File: src/rtl/pwm_breathe_multi.sv
// Multi-channel breathing PWM: triangle/sawtooth duty ramp with equally spaced channel phases.
// Optional square-law gamma on the duty when PWM_BREATHE_GAMMA_EN is defined.
module pwm_breathe_multi #(
  parameter int CH       = 4,
  parameter int PWM_W    = 8,
  parameter int PRESC    = 16,
  parameter int RAMP_DIV = 2
) (
  input  logic          clk,
  input  logic          rst_n,
  input  logic          en,
  input  logic          mode,
  output logic [CH-1:0] pwm_out,
  output logic          period_stb
);

  localparam int RW  = PWM_W + 1;
  localparam int OFS = (2 ** RW) / CH;
  localparam int PW  = (PRESC > 1) ? $clog2(PRESC) : 1;
  localparam int RDW = (RAMP_DIV > 1) ? $clog2(RAMP_DIV) : 1;
  localparam logic [PW-1:0]  PRESC_MAX = PW'(PRESC - 1);
  localparam logic [RDW-1:0] RDIV_MAX  = RDW'(RAMP_DIV - 1);

  logic [PW-1:0]    presc_cnt;
  logic [PWM_W-1:0] pwm_cnt;
  logic [RW-1:0]    ramp;
  logic [RDW-1:0]   ramp_div_cnt;
  logic [PWM_W-1:0] duty_lat [CH];
  logic [PWM_W-1:0] duty_nxt [CH];
  logic [RW-1:0]    ph       [CH];
  logic [CH-1:0]    cmp;
  logic             tick;
  logic             wrap;

  // Square-law perceptual correction; identity in the linear build.
  function automatic logic [PWM_W-1:0] gamma(input logic [PWM_W-1:0] d);
`ifdef PWM_BREATHE_GAMMA_EN
    logic [2*PWM_W-1:0] sq;
    sq = {{PWM_W{1'b0}}, d} * {{PWM_W{1'b0}}, d};
    return sq[2*PWM_W-1:PWM_W];
`else
    return d;
`endif
  endfunction

  function automatic logic [PWM_W-1:0] duty_map(input logic m, input logic [RW-1:0] p);
    if (m || !p[PWM_W]) return p[PWM_W-1:0];
    return ~p[PWM_W-1:0];
  endfunction

  assign tick = en && (presc_cnt == PRESC_MAX);
  assign wrap = tick && (&pwm_cnt);

  // Stage 0: next-period duty from the current ramp, plus per-channel compare
  always_comb begin
    for (int i = 0; i < CH; i++) begin
      ph[i]       = ramp + RW'(i * OFS);
      duty_nxt[i] = gamma(duty_map(mode, ph[i]));
      cmp[i]      = pwm_cnt < duty_lat[i];
    end
  end

  // Stage 1: counters, duty latch at period boundary, registered outputs
  always_ff @(posedge clk or negedge rst_n) begin
    if (!rst_n) begin
      presc_cnt    <= '0;
      pwm_cnt      <= '0;
      ramp         <= '0;
      ramp_div_cnt <= '0;
      pwm_out      <= '0;
      period_stb   <= 1'b0;
      for (int i = 0; i < CH; i++) duty_lat[i] <= '0;
    end else begin
      pwm_out    <= en ? cmp : '0;
      period_stb <= wrap;
      if (en) presc_cnt <= (presc_cnt == PRESC_MAX) ? '0 : presc_cnt + PW'(1);
      if (tick) pwm_cnt <= pwm_cnt + PWM_W'(1);
      if (wrap) begin
        duty_lat <= duty_nxt;
        if (ramp_div_cnt == RDIV_MAX) begin
          ramp_div_cnt <= '0;
          ramp         <= ramp + RW'(1);
        end else begin
          ramp_div_cnt <= ramp_div_cnt + RDW'(1);
        end
      end
    end
  end

endmodule

File: config.mk
export PLATFORM = sky130hd
export DESIGN_NAME = pwm_breathe_multi
export DESIGN_NICKNAME = d
export VERILOG_FILES = /design/src/rtl/pwm_breathe_multi.sv
export SDC_FILE = /design/constraint.sdc
export NUM_CORES = 1
export LEC_CHECK = 0
export BUFFER_PORTS_ARGS = -buffer_cell sky130_fd_sc_hd__buf_2
export CORE_MARGIN = 5
export CORE_UTILIZATION = 50
export DETAILED_ROUTE_END_ITERATION = 8
export PLACE_DENSITY = 0.68
export SETUP_SLACK_MARGIN = 0.15
export SYNTH_ARGS = -nofsm -noshare
export SYNTH_HDL_FRONTEND = slang
export SYNTH_SLANG_ARGS = --single-unit
File: constraint.sdc
create_clock -name clk -period 4 [get_ports clk]
set_clock_uncertainty 0.2 [all_clocks]
set_input_delay 0 -clock clk [delete_from_list [all_inputs] [get_ports clk]]
set_output_delay 0 -clock clk [all_outputs]
set_load 0.01 [all_outputs]
==> impl_results.md <==
- Element type at the critical path end: register
- Clock buffer depth: 2
- Flop pwr share: 0.500
- # clock sinks: 59
- DIE WIDTH: 91.7 um
- Hold Vio Cnt, Final: 0
- Die Y: 91.7 um
- Hold Path Class: in2async
- Initial core utilization: 0.520
- Hold-fix buffers at CTS: 3
- Pin count of the biggest net entering global routing: 60
- Clock share of power: 0.394
- Final Util: 0.563
- Post-synth EDFFs: 0
- Crit path from: pwm_cnt[1]
- CTS clk-pin slew, worst paths: 0.06 ns
- Period utilisation layout: 0.708
- Final setup violation count: 0
- # rows: 29
- Synthesis-stage register bit count: 59
- CTS root buffer: clkbuf_8
- Buffers added on ports: 8
- DR WL/cell: 15.8 um
- Total CTS buffers: 9
- Fin Setup TNS: 0 ns
- Vias in the first global route: 2260
- Top FF cell, synth: dfrtp_1
- RSZ-0062 raised after global routing: false
- Crit path launch type: register
- Status: finished clean
- Final Max Tran Viols: 0
- Commonest non-fill, non-tap cell in the layout: dfrtp_1
- Drt pass-1 iters: 4
- Mapped Nets: 364
- H-tree levels: 3
- HPWL Detailed: 4550 um
- Reg2Reg Setup Slack: 1.17 ns
- GRT Total Usage: 0.173
- Number of post-CTS setup repair buffers: 0
- Synth cell types: 36
- Routed Antenna Nets: 0
- DRC: 0
- Peak supply drop: 0.261 mV
- Post-Synthesis Cells: 329
- Worst r2r dst: duty_lat[19]
- FF-to-FF Start: pwm_cnt[1]
- Slew headroom: 0.323
- Synth Warn #: 0
- Die ar.: 8410 sq um
- Mapped Area: 3340 sq um
- Ratio of cells with drive above 1 in the final layout: 0.100
- First-pass GRT wire length: 11100 um
- Net Sw Frac: 0.253
- IO Count: 9
- Vias: 2228
- PnR Total Power: 1.37 mW
- R2R depth: 6
- Crit path max fanout: 43
- CTS tree: yes
- Fill count: 577
- Vias/cell: 5.34
- Leakage: 1.83 nW
- Syn-to-layout area delta: 8.32%
- Initial antenna violation count: 0
- Kind of critical path: reg2reg
- Logic pwr share: 0.106
- Post_cts resized: 0
- GRT overflow: 0
- Fmax: 0.353 GHz
- Commonest non-fill, non-tap cells in the layout: 59 x dfrtp_1, 31 x ha_1, 30 x xnor2_1
- NetSw: 0.346 mW
- GPL Wtd Cong: 0.768
- Critical Path End: duty_lat[19]
- Tmin final: 2.83 ns
- Max-Cap Viols: 0
- Initial DRC Count: 113
- Fin nets: 371
- CP required: 4.06 ns
- Number of diodes: 0
- Seq/Total Area, Yosys: 0.442
- FFs w/ async S/R, synth: 1.00
- Power Dens Cells: 379 nW/um^2
- Avg Inst Size Synth: 10.1 sq um
- Worst-skew pair later-pin latency: 0.34 ns
- Arr. time, crit path: 2.89 ns
- Slew @ Worst Pin: 1.01 ns
- Int Pwr: 1.02 mW
- Final WL: 6590 um
- Core area: 6420 sq um
[power by group through the flow]
stage | registers, mW | clock network, mW | logic [mW]
global route | 0.688 | 0.589 | 0.168
detailed placement | 0.695 | 0 | 0.146
CTS | 0.684 | 0.556 | 0.149
finish | 0.684 | 0.539 | 0.146
global placement | 0.693 | 0 | 0.139
floorplan | 0.679 | 0 | 0.103
[routing by layer]
metal / wire (um) / track usage / vias to the layer above
met5: 0 / 0 / -
met4: 126 / 0.0767 / 0
met3: 310 / 0.0573 / 13
met2: 3160 / 0.273 / 42
met1: 2980 / 0.219 / 1061
li1: - / - / 1112
[area by class of cell]
cell class	instances	area [sq um]	area share
multi-input combinational	224	1650	0.458
sequential	59	1480	0.408
clock buffer	13	159	0.0440
inverter	29	109	0.0301
tap	77	96.3	0.0267
timing repair buffer	13	85.1	0.0235
clock inverter	2	35.0	0.00969
[stage by stage]
step | hold WS, ns | instance area, sq um | instances | worst slack, ns
after floorplan | -0.496 | 3340 | 329 | 2.14
after global placement | -0.00187 | 3390 | 399 | 1.27
after detailed placement | 0.000192 | 3390 | 399 | 1.21
after CTS | 0.160 | 3610 | 417 | 1.17
after global routing | 0.211 | 3610 | 417 | 0.918
final | 0.129 | 3610 | 417 | 1.17
[synth_stat cells, types with 5 or more instances]
library cell | n | area, sq um
dfrtp_1 | 59 | 1480
ha_1 | 31 | 388
xnor2_1 | 30 | 263
inv_1 | 29 | 109
nand2_1 | 26 | 97.6
a21oi_1 | 22 | 110
nor2_1 | 21 | 78.8
xor2_1 | 19 | 166
o21ai_0 | 15 | 75.1
a21o_1 | 8 | 60.1
nand2b_1 | 8 | 50.1
buf_1 | 6 | 22.5
nand4_1 | 5 | 31.3
nor3_1 | 5 | 25.0
[state kept, by name, summed over array words and instances, names as in the netlist]
| signal | flops |
|---|---|
| duty_lat | 32 |
| ramp | 9 |
| pwm_cnt | 8 |
| presc_cnt | 4 |
| pwm_out | 4 |
| period_stb | 1 |
| ramp_div_cnt | 1 |
[how the worst min path moves through the flow]
stage	to	start	depth (start not counted)
3_5_place_dp	presc_cnt[3]	rst_n	2
2_1_floorplan	duty_lat[0]	rst_n	0
4_1_cts	presc_cnt[3]	rst_n	3
6_report	presc_cnt[3]	rst_n	3
3_3_place_gp	presc_cnt[3]	rst_n	2
5_1_grt	presc_cnt[3]	rst_n	3
[cells by family (layout without fill, tap and decap cells)]
group,Yosys count,in the layout,synth area share
AO/OA/AOI/OAI,61,61,0.114
XOR/XNOR,49,49,0.129
adder cells (fa/ha/maj),31,31,0.116
buffers and inverters,46,57,0.0619
flip-flops,59,59,0.442
multiplexers,2,2,0.00675
AND/OR/NAND/NOR,81,81,0.130
[worst max-delay path, stage by stage (launching register included)]
cell	delay [ns]
dfrtp_1	0.54
ha_1	0.27
nand3_1	0.27
nor3_4	0.75
buf_4	0.50
nor2_1	0.08
a21oi_1	0.12
Power figures use the tool's default switching activity.
